**config.mk**
```make
export PLATFORM = sky130hd
export DESIGN_NAME = matrix_wb_arbiter_flat
export DESIGN_NICKNAME = d
export VERILOG_FILES = /design/src/rtl/matrix_wb_arbiter_if.sv /design/src/rtl/matrix_wb_arbiter.sv /design/src/flat_wrapper.sv
export SDC_FILE = /design/constraint.sdc
export NUM_CORES = 1
export LEC_CHECK = 0
export ABC_AREA = 1
export CORE_MARGIN = 1.5
export CORE_UTILIZATION = 24
export CTS_BUF_LIST = sky130_fd_sc_hd__clkbuf_4
export DETAILED_ROUTE_END_ITERATION = 10
export PLACE_DENSITY = 0.89
export SLEW_MARGIN = 20
export SYNTH_ARGS = -nofsm -noshare
export SYNTH_HDL_FRONTEND = slang
export SYNTH_SLANG_ARGS = --single-unit
export TNS_END_PERCENT = 30
```
**constraint.sdc**
```tcl
create_clock -name clk -period 2.2 [get_ports clk]
set_clock_uncertainty 0.05 [all_clocks]
set_input_delay 0.44 -clock clk [delete_from_list [all_inputs] [get_ports clk]]
set_output_delay 0.44 -clock clk [all_outputs]
set_load 0.05 [all_outputs]
```
**src/rtl/matrix_wb_arbiter_if.sv**
```systemverilog
// Wishbone pipelined bus bundle between the requesting masters, the arbiter
// and the matrix register slave; master k occupies slice k of each packed field.
interface matrix_wb_arbiter_if #(
  parameter int NUM_MASTERS   = 2,
  parameter int WB_DATA_WIDTH = 32,
  parameter int WB_ADDR_WIDTH = 3,
  parameter int WB_SEL_WIDTH  = WB_DATA_WIDTH / 8
);
  logic [NUM_MASTERS-1:0]               i_m_cyc;
  logic [NUM_MASTERS-1:0]               i_m_stb;
  logic [NUM_MASTERS-1:0]               i_m_we;
  logic [NUM_MASTERS*WB_ADDR_WIDTH-1:0] i_m_addr;
  logic [NUM_MASTERS*WB_SEL_WIDTH-1:0]  i_m_sel;
  logic [NUM_MASTERS*WB_DATA_WIDTH-1:0] i_m_wdata;
  logic [NUM_MASTERS-1:0]               o_m_ack;
  logic [NUM_MASTERS-1:0]               o_m_stall;
  logic [WB_DATA_WIDTH-1:0]             o_m_rdata;

  logic                                 o_wb_cyc;
  logic                                 o_wb_stb;
  logic                                 o_wb_we;
  logic [WB_ADDR_WIDTH-1:0]             o_wb_addr;
  logic [WB_SEL_WIDTH-1:0]              o_wb_sel;
  logic [WB_DATA_WIDTH-1:0]             o_wb_wdata;
  logic                                 i_wb_ack;
  logic                                 i_wb_stall;
  logic [WB_DATA_WIDTH-1:0]             i_wb_rdata;

  modport master (
    output i_m_cyc, i_m_stb, i_m_we, i_m_addr, i_m_sel, i_m_wdata,
    input  o_m_ack, o_m_stall, o_m_rdata
  );

  modport slave (
    input  o_wb_cyc, o_wb_stb, o_wb_we, o_wb_addr, o_wb_sel, o_wb_wdata,
    output i_wb_ack, i_wb_stall, i_wb_rdata
  );

  modport arbiter (
    input  i_m_cyc, i_m_stb, i_m_we, i_m_addr, i_m_sel, i_m_wdata,
    output o_m_ack, o_m_stall, o_m_rdata,
    output o_wb_cyc, o_wb_stb, o_wb_we, o_wb_addr, o_wb_sel, o_wb_wdata,
    input  i_wb_ack, i_wb_stall, i_wb_rdata
  );
endinterface

```
**src/rtl/matrix_wb_arbiter.sv**
```systemverilog
// Round-robin Wishbone pipelined arbiter for the matrix register file slave.
// Optional watchdog enabled by defining WB_ARB_TIMEOUT_EN.
module matrix_wb_arbiter #(
  parameter int NUM_MASTERS     = 2,
  parameter int WB_DATA_WIDTH   = 32,
  parameter int REG_COUNT       = 8,
  parameter int WB_ADDR_WIDTH   = $clog2(REG_COUNT),
  parameter int WB_SEL_WIDTH    = WB_DATA_WIDTH / 8,
  parameter int MAX_OUTSTANDING = 4,
  parameter int TIMEOUT_CYCLES  = 256
) (
  input  logic                   clk,
  input  logic                   reset,
  matrix_wb_arbiter_if.arbiter   bus,
  output logic [NUM_MASTERS-1:0] o_grant,
  output logic                   o_timeout
);
  localparam int IDX_W = (NUM_MASTERS > 1) ? $clog2(NUM_MASTERS) : 1;
  localparam int OUT_W = $clog2(MAX_OUTSTANDING + 1);
  localparam logic [0:0] IDLE    = 1'b0;
  localparam logic [0:0] GRANTED = 1'b1;

  if (NUM_MASTERS < 2 || NUM_MASTERS > 4 || TIMEOUT_CYCLES < 1 || MAX_OUTSTANDING < 1) begin : g_bad_cfg
    $error("matrix_wb_arbiter: unsupported parameter combination");
  end

  logic [0:0]             state;
  logic [IDX_W-1:0]       last_grant;
  logic [IDX_W-1:0]       g;
  logic [IDX_W-1:0]       winner;
  logic [IDX_W-1:0]       cand;
  logic                   found;
  logic [OUT_W-1:0]       outstanding;
  logic                   cur_cyc;
  logic                   full;
  logic                   raw_stb;
  logic                   beat;
  logic                   ack_hit;
  logic                   timeout_fire;
  logic [NUM_MASTERS-1:0] mask;

  always_comb begin
    g = '0;
    for (int k = 0; k < NUM_MASTERS; k++) begin
      if (o_grant[k]) g = IDX_W'(k);
    end
  end

  // Search starts just after the previous owner so a re-requesting owner yields.
  always_comb begin
    winner = '0;
    found  = 1'b0;
    cand   = '0;
    for (int off = 1; off <= NUM_MASTERS; off++) begin
      cand = IDX_W'((int'(last_grant) + off) % NUM_MASTERS);
      if (!found && bus.i_m_cyc[cand] && !mask[cand]) begin
        found  = 1'b1;
        winner = cand;
      end
    end
  end

  assign cur_cyc = (state == GRANTED) && bus.i_m_cyc[g];
  assign full    = (outstanding == OUT_W'(MAX_OUTSTANDING));
  assign raw_stb = cur_cyc && bus.i_m_stb[g] && !full;
  assign beat    = raw_stb && !bus.i_wb_stall;
  assign ack_hit = (state == GRANTED) && bus.i_wb_ack && (outstanding != '0);

`ifdef WB_ARB_TIMEOUT_EN
  localparam int WD_W = $clog2(TIMEOUT_CYCLES + 1);
  logic [WD_W-1:0] wd_count;

  assign timeout_fire = cur_cyc && !beat && !bus.i_wb_ack
                        && (wd_count == WD_W'(TIMEOUT_CYCLES - 1));
  assign o_timeout    = timeout_fire;

  // A timed-out master stays masked until it is seen with cyc low.
  always_ff @(posedge clk or negedge reset) begin
    if (!reset) begin
      wd_count <= '0;
      mask     <= '0;
    end else begin
      mask <= (mask & bus.i_m_cyc) | (timeout_fire ? o_grant : '0);
      if (!cur_cyc || beat || bus.i_wb_ack || timeout_fire)
        wd_count <= '0;
      else
        wd_count <= wd_count + WD_W'(1);
    end
  end
`else
  assign timeout_fire = 1'b0;
  assign o_timeout    = 1'b0;
  assign mask         = '0;
`endif

  always_comb begin
    bus.o_wb_cyc   = cur_cyc && !timeout_fire;
    bus.o_wb_stb   = raw_stb && !timeout_fire;
    bus.o_wb_we    = 1'b0;
    bus.o_wb_addr  = '0;
    bus.o_wb_sel   = '0;
    bus.o_wb_wdata = '0;
    bus.o_m_stall  = '1;
    bus.o_m_ack    = '0;
    bus.o_m_rdata  = bus.i_wb_rdata;
    if (state == GRANTED) begin
      bus.o_wb_we    = bus.i_m_we[g];
      bus.o_wb_addr  = bus.i_m_addr[int'(g)*WB_ADDR_WIDTH +: WB_ADDR_WIDTH];
      bus.o_wb_sel   = bus.i_m_sel[int'(g)*WB_SEL_WIDTH +: WB_SEL_WIDTH];
      bus.o_wb_wdata = bus.i_m_wdata[int'(g)*WB_DATA_WIDTH +: WB_DATA_WIDTH];
      bus.o_m_stall[g] = bus.i_wb_stall || full;
      bus.o_m_ack[g]   = ack_hit;
    end
  end

  // Dropping cyc with beats still in flight aborts: the count is discarded
  // so late acks from the slave are never forwarded.
  always_ff @(posedge clk or negedge reset) begin
    if (!reset) begin
      state       <= IDLE;
      o_grant     <= '0;
      last_grant  <= IDX_W'(NUM_MASTERS - 1);
      outstanding <= '0;
    end else begin
      case (state)
        IDLE: begin
          if (found) begin
            o_grant <= NUM_MASTERS'(1) << winner;
            state   <= GRANTED;
          end
        end
        GRANTED: begin
          if (timeout_fire || !bus.i_m_cyc[g]) begin
            state       <= IDLE;
            o_grant     <= '0;
            last_grant  <= g;
            outstanding <= '0;
          end else if (beat && !ack_hit) begin
            outstanding <= outstanding + OUT_W'(1);
          end else if (ack_hit && !beat) begin
            outstanding <= outstanding - OUT_W'(1);
          end
        end
        default: state <= IDLE;
      endcase
    end
  end
endmodule

```
**src/flat_wrapper.sv**
```systemverilog
// flat-port wrapper written by rule: the top's interface ports become plain ports
module matrix_wb_arbiter_flat 
#(
  parameter int NUM_MASTERS     = 2,
  parameter int WB_DATA_WIDTH   = 32,
  parameter int REG_COUNT       = 8,
  parameter int WB_ADDR_WIDTH   = $clog2(REG_COUNT),
  parameter int WB_SEL_WIDTH    = WB_DATA_WIDTH / 8,
  parameter int MAX_OUTSTANDING = 4,
  parameter int TIMEOUT_CYCLES  = 256
)
  (clk, reset, o_grant, o_timeout, bus_i_m_cyc, bus_i_m_stb, bus_i_m_we, bus_i_m_addr, bus_i_m_sel, bus_i_m_wdata, bus_o_m_ack, bus_o_m_stall, bus_o_m_rdata, bus_o_wb_cyc, bus_o_wb_stb, bus_o_wb_we, bus_o_wb_addr, bus_o_wb_sel, bus_o_wb_wdata, bus_i_wb_ack, bus_i_wb_stall, bus_i_wb_rdata);
  matrix_wb_arbiter_if #(.NUM_MASTERS(NUM_MASTERS), .WB_DATA_WIDTH(WB_DATA_WIDTH), .WB_ADDR_WIDTH(WB_ADDR_WIDTH), .WB_SEL_WIDTH(WB_SEL_WIDTH)) bus_i ();
  input  logic clk;
  input  logic reset;
  output logic [NUM_MASTERS-1:0] o_grant;
  output logic o_timeout;
  input wire logic [$bits(bus_i.i_m_cyc)-1:0] bus_i_m_cyc;
  input wire logic [$bits(bus_i.i_m_stb)-1:0] bus_i_m_stb;
  input wire logic [$bits(bus_i.i_m_we)-1:0] bus_i_m_we;
  input wire logic [$bits(bus_i.i_m_addr)-1:0] bus_i_m_addr;
  input wire logic [$bits(bus_i.i_m_sel)-1:0] bus_i_m_sel;
  input wire logic [$bits(bus_i.i_m_wdata)-1:0] bus_i_m_wdata;
  output wire logic [$bits(bus_i.o_m_ack)-1:0] bus_o_m_ack;
  output wire logic [$bits(bus_i.o_m_stall)-1:0] bus_o_m_stall;
  output wire logic [$bits(bus_i.o_m_rdata)-1:0] bus_o_m_rdata;
  output wire logic [$bits(bus_i.o_wb_cyc)-1:0] bus_o_wb_cyc;
  output wire logic [$bits(bus_i.o_wb_stb)-1:0] bus_o_wb_stb;
  output wire logic [$bits(bus_i.o_wb_we)-1:0] bus_o_wb_we;
  output wire logic [$bits(bus_i.o_wb_addr)-1:0] bus_o_wb_addr;
  output wire logic [$bits(bus_i.o_wb_sel)-1:0] bus_o_wb_sel;
  output wire logic [$bits(bus_i.o_wb_wdata)-1:0] bus_o_wb_wdata;
  input wire logic [$bits(bus_i.i_wb_ack)-1:0] bus_i_wb_ack;
  input wire logic [$bits(bus_i.i_wb_stall)-1:0] bus_i_wb_stall;
  input wire logic [$bits(bus_i.i_wb_rdata)-1:0] bus_i_wb_rdata;
  assign bus_i.i_m_cyc = bus_i_m_cyc;
  assign bus_i.i_m_stb = bus_i_m_stb;
  assign bus_i.i_m_we = bus_i_m_we;
  assign bus_i.i_m_addr = bus_i_m_addr;
  assign bus_i.i_m_sel = bus_i_m_sel;
  assign bus_i.i_m_wdata = bus_i_m_wdata;
  assign bus_o_m_ack = bus_i.o_m_ack;
  assign bus_o_m_stall = bus_i.o_m_stall;
  assign bus_o_m_rdata = bus_i.o_m_rdata;
  assign bus_o_wb_cyc = bus_i.o_wb_cyc;
  assign bus_o_wb_stb = bus_i.o_wb_stb;
  assign bus_o_wb_we = bus_i.o_wb_we;
  assign bus_o_wb_addr = bus_i.o_wb_addr;
  assign bus_o_wb_sel = bus_i.o_wb_sel;
  assign bus_o_wb_wdata = bus_i.o_wb_wdata;
  assign bus_i.i_wb_ack = bus_i_wb_ack;
  assign bus_i.i_wb_stall = bus_i_wb_stall;
  assign bus_i.i_wb_rdata = bus_i_wb_rdata;
  matrix_wb_arbiter #(.NUM_MASTERS(NUM_MASTERS), .WB_DATA_WIDTH(WB_DATA_WIDTH), .REG_COUNT(REG_COUNT), .WB_ADDR_WIDTH(WB_ADDR_WIDTH), .WB_SEL_WIDTH(WB_SEL_WIDTH), .MAX_OUTSTANDING(MAX_OUTSTANDING), .TIMEOUT_CYCLES(TIMEOUT_CYCLES)) u_core (.clk(clk), .reset(reset), .bus(bus_i), .o_grant(o_grant), .o_timeout(o_timeout));
endmodule
```
==> flow_summary.ini <==
[worst_setup_path]
critical_path_class = primary input to flip-flop
reg2reg_to = u_core.outstanding[2]$_DFFE_PN0P_
reg2regPathDepth = 13
max_stage_delay_ps = 460
cp-startpoint = bus_i_m_cyc[0]
cp-end-kind = flip-flop
ff2ff_setup_slack_ps = 160
start_kind = primary input
critPathCapture = u_core.outstanding[2]$_DFFE_PN0P_
critPathSlowestCell = clkdlybuf4s50_1
crit_path_cell_trace = clkdlybuf4s50_1 -> inv_2 -> nand2_8 -> nand3_2 -> nor2_4 -> nand3_2 -> inv_1 -> fa_1 -> xnor2_1 -> nand4_1 -> nand2_1 -> nand3_1 -> nand2_1
cp.depth = 13
crit_buf_inv = 3
crit_path_max_fanout = 3
required_ps = 2350
r2r_start = u_core.o_grant[1]$_DFFE_PN0P_
arrival_ps = 2260
cp_top_family = buffers and inverters

[cells_and_area]
syn_to_final_growth_pct = 89.0
mostFrequentLayoutCells = clkdlybuf4s50_1 (88), nor2_1 (82), buf_4 (51), o21ai_0 (43), nand2_1 (13)
multi_input_area_um2 = 815
fin_nets = 462
design_area_um2 = 2590
fillCellCount = 534
diodes = 0
drive_above_1_share = 0.238
final_common_cell = clkdlybuf4s50_1
register_area_um2 = 178

[synthesis]
synth.distinct_cells = 26
avgSynthCellArea_um2 = 5.78
yosys_warnings = 0
seq_area_frac_synth = 0.129
async_flop_share = 1.00
synth_edf_count = 0
syn_area_um2 = 1370
synthFlopType = dfrtp_1
synth_fp_nets = 358
synthCells = 237
synth_seq_cells = 7

[global_routing]
grt_first_pass_wirelength_mm = 8.26
grt_overflow = 0
gr-usage-all-layers = 0.166
grt_max_degree = 46
antenna_found_initial = 0
grt_pass1_vias = 1846

[sta]
final-setup-viol-count = 0
rsz0062_at_grt = false
worstMarginPinSlew_ps = 495
fin_crit_sh = 0.961
hold_viol = 0
fmax_mhz = 473
period_needed_ps = 2110
setup_tns_ps = 0
hold_ws_ps = 389
slew_headroom = 0.669
slew_violations = 0

[power_and_ir_drop]
p_leak_nw = 1.20
peakVddDrop_mv = 0.781
finalPower_mw = 3.95
p_per_area_nw_per_um2 = 1520

[route]
dr.pass1.iters = 5
avgRoutedWirePerCell_um = 13.4
viasPerCell = 4.47
routed_wl_mm = 5.52
drt.antenna.violating_nets = 0
vias = 1843
drt_iter0_drc = 119
drcViolationCount = 0

[cts]
clk_root_buffer_cell = clkbuf_4
clk_path_buf_depth = 2
htree_levels = 1
insertion_delay_ps = 260
cts_buffers = 3
cts_tree = done
cts_hold_buf = 0
clkSinkCount = 7
path_clk_slew_ps = 50

[die]
chipWidth_um = 78.6
core_um2 = 5510
die_y_um = 78.6
ios = 201
dieArea_um2 = 6170
start_util = 0.249
num_rows = 27

[place]
dpl_cell_area_um2 = 2540
gp_congestion = 0.894
port_buffers = 135
hpwlAfterDp_mm = 4.22

[status]
status = finished clean

[min_path]
hp-class = primary input to asynchronous set/reset pin

[run]
drv_cap = 0
[synthesized netlist by cell type, types with 2 or more instances]
cell | count | area share
nand2_1 | 13 | 0.036
dfrtp_1 | 6 | 0.11
o21ai_1 | 2 | 0.0073
nor2_1 | 82 | 0.22
inv_2 | 2 | 0.0055
buf_4 | 35 | 0.19
o21ai_0 | 43 | 0.16
inv_1 | 11 | 0.030
nand3_2 | 4 | 0.029
nand3_1 | 8 | 0.029
nand2_2 | 5 | 0.023
clkbuf_1 | 12 | 0.033
[state kept, by name, indices dropped and copies added (netlist names)]
| name | cells |
|---|---|
| u_core.o_grant | 2 |
| u_core.outstanding | 3 |
| u_core.state | 1 |
| u_core.last_grant | 1 |
[final cells by class]
type                       count  area share
clock buffer                   4      0.0116
inverter                      14      0.0251
multi-input combinational    168       0.314
sequential                     7      0.0686
tap                           72      0.0348
timing repair buffer         146       0.542
timing repair inverter         1     0.00338
[per-stage QoR]
step	utilization	worst slack, ps	std cells
final	0.470	86.2	412
after global routing	0.470	17.9	412
after CTS	0.465	50.9	409
after detailed placement	0.461	-150	406
after global placement	0.461	-66.7	406
after floorplan	-	127	237
[how the worst min path moves through the flow]
| stage | startpoint | to | slack (ps) | cells past startpoint |
|---|---|---|---|---|
| 2_1_floorplan | reset | u_core.o_grant[0]$_DFFE_PN0P_ | 90 | 0 |
| 3_3_place_gp | u_core.outstanding[1]$_DFFE_PN0P_ | u_core.outstanding[1]$_DFFE_PN0P_ | 410 | 2 |
| 3_5_place_dp | u_core.outstanding[1]$_DFFE_PN0P_ | u_core.outstanding[1]$_DFFE_PN0P_ | 440 | 2 |
| 4_1_cts | reset | u_core.o_grant[0]$_DFFE_PN0P_ | 390 | 1 |
| 5_1_grt | reset | u_core.o_grant[0]$_DFFE_PN0P_ | 400 | 1 |
| 6_report | reset | u_core.o_grant[0]$_DFFE_PN0P_ | 390 | 1 |
[repair_timing]
action | in CTS | in global routing
pin swaps | 0 | 0
endpoints found under the setup margin | 1 | 4
cloned | 0 | 1
gates resized for setup | 0 | 2
buffers inserted | 0 | 2
[kinds of logic (layout without fill, tap and decap cells)]
logic type,Yosys count,in the layout,share of synthesized area
buffers and inverters,62,165,0.277
adder cells (fa/ha/maj),1,1,0.0146
other,1,1,0.00274
XOR/XNOR,1,1,0.00639
flip-flops,7,7,0.129
AO/OA/AOI/OAI,47,47,0.174
AND/OR/NAND/NOR,118,118,0.397
[report_power, final]
group	internal (mW)	switching, mW
combinational	1.14	2.41
clock	0.0818	0.0524
sequential	0.195	0.0619
total	1.42	2.53
[per-layer routing]
metal	vias to the layer above	part of all wire	global-route usage
met5	-	0	0
met4	0	0.032	0.0839
met3	25	0.087	0.0488
met2	87	0.49	0.300
met1	813	0.39	0.172
li1	918	-	-
Note: power is estimated with default switching activity, not from simulation.
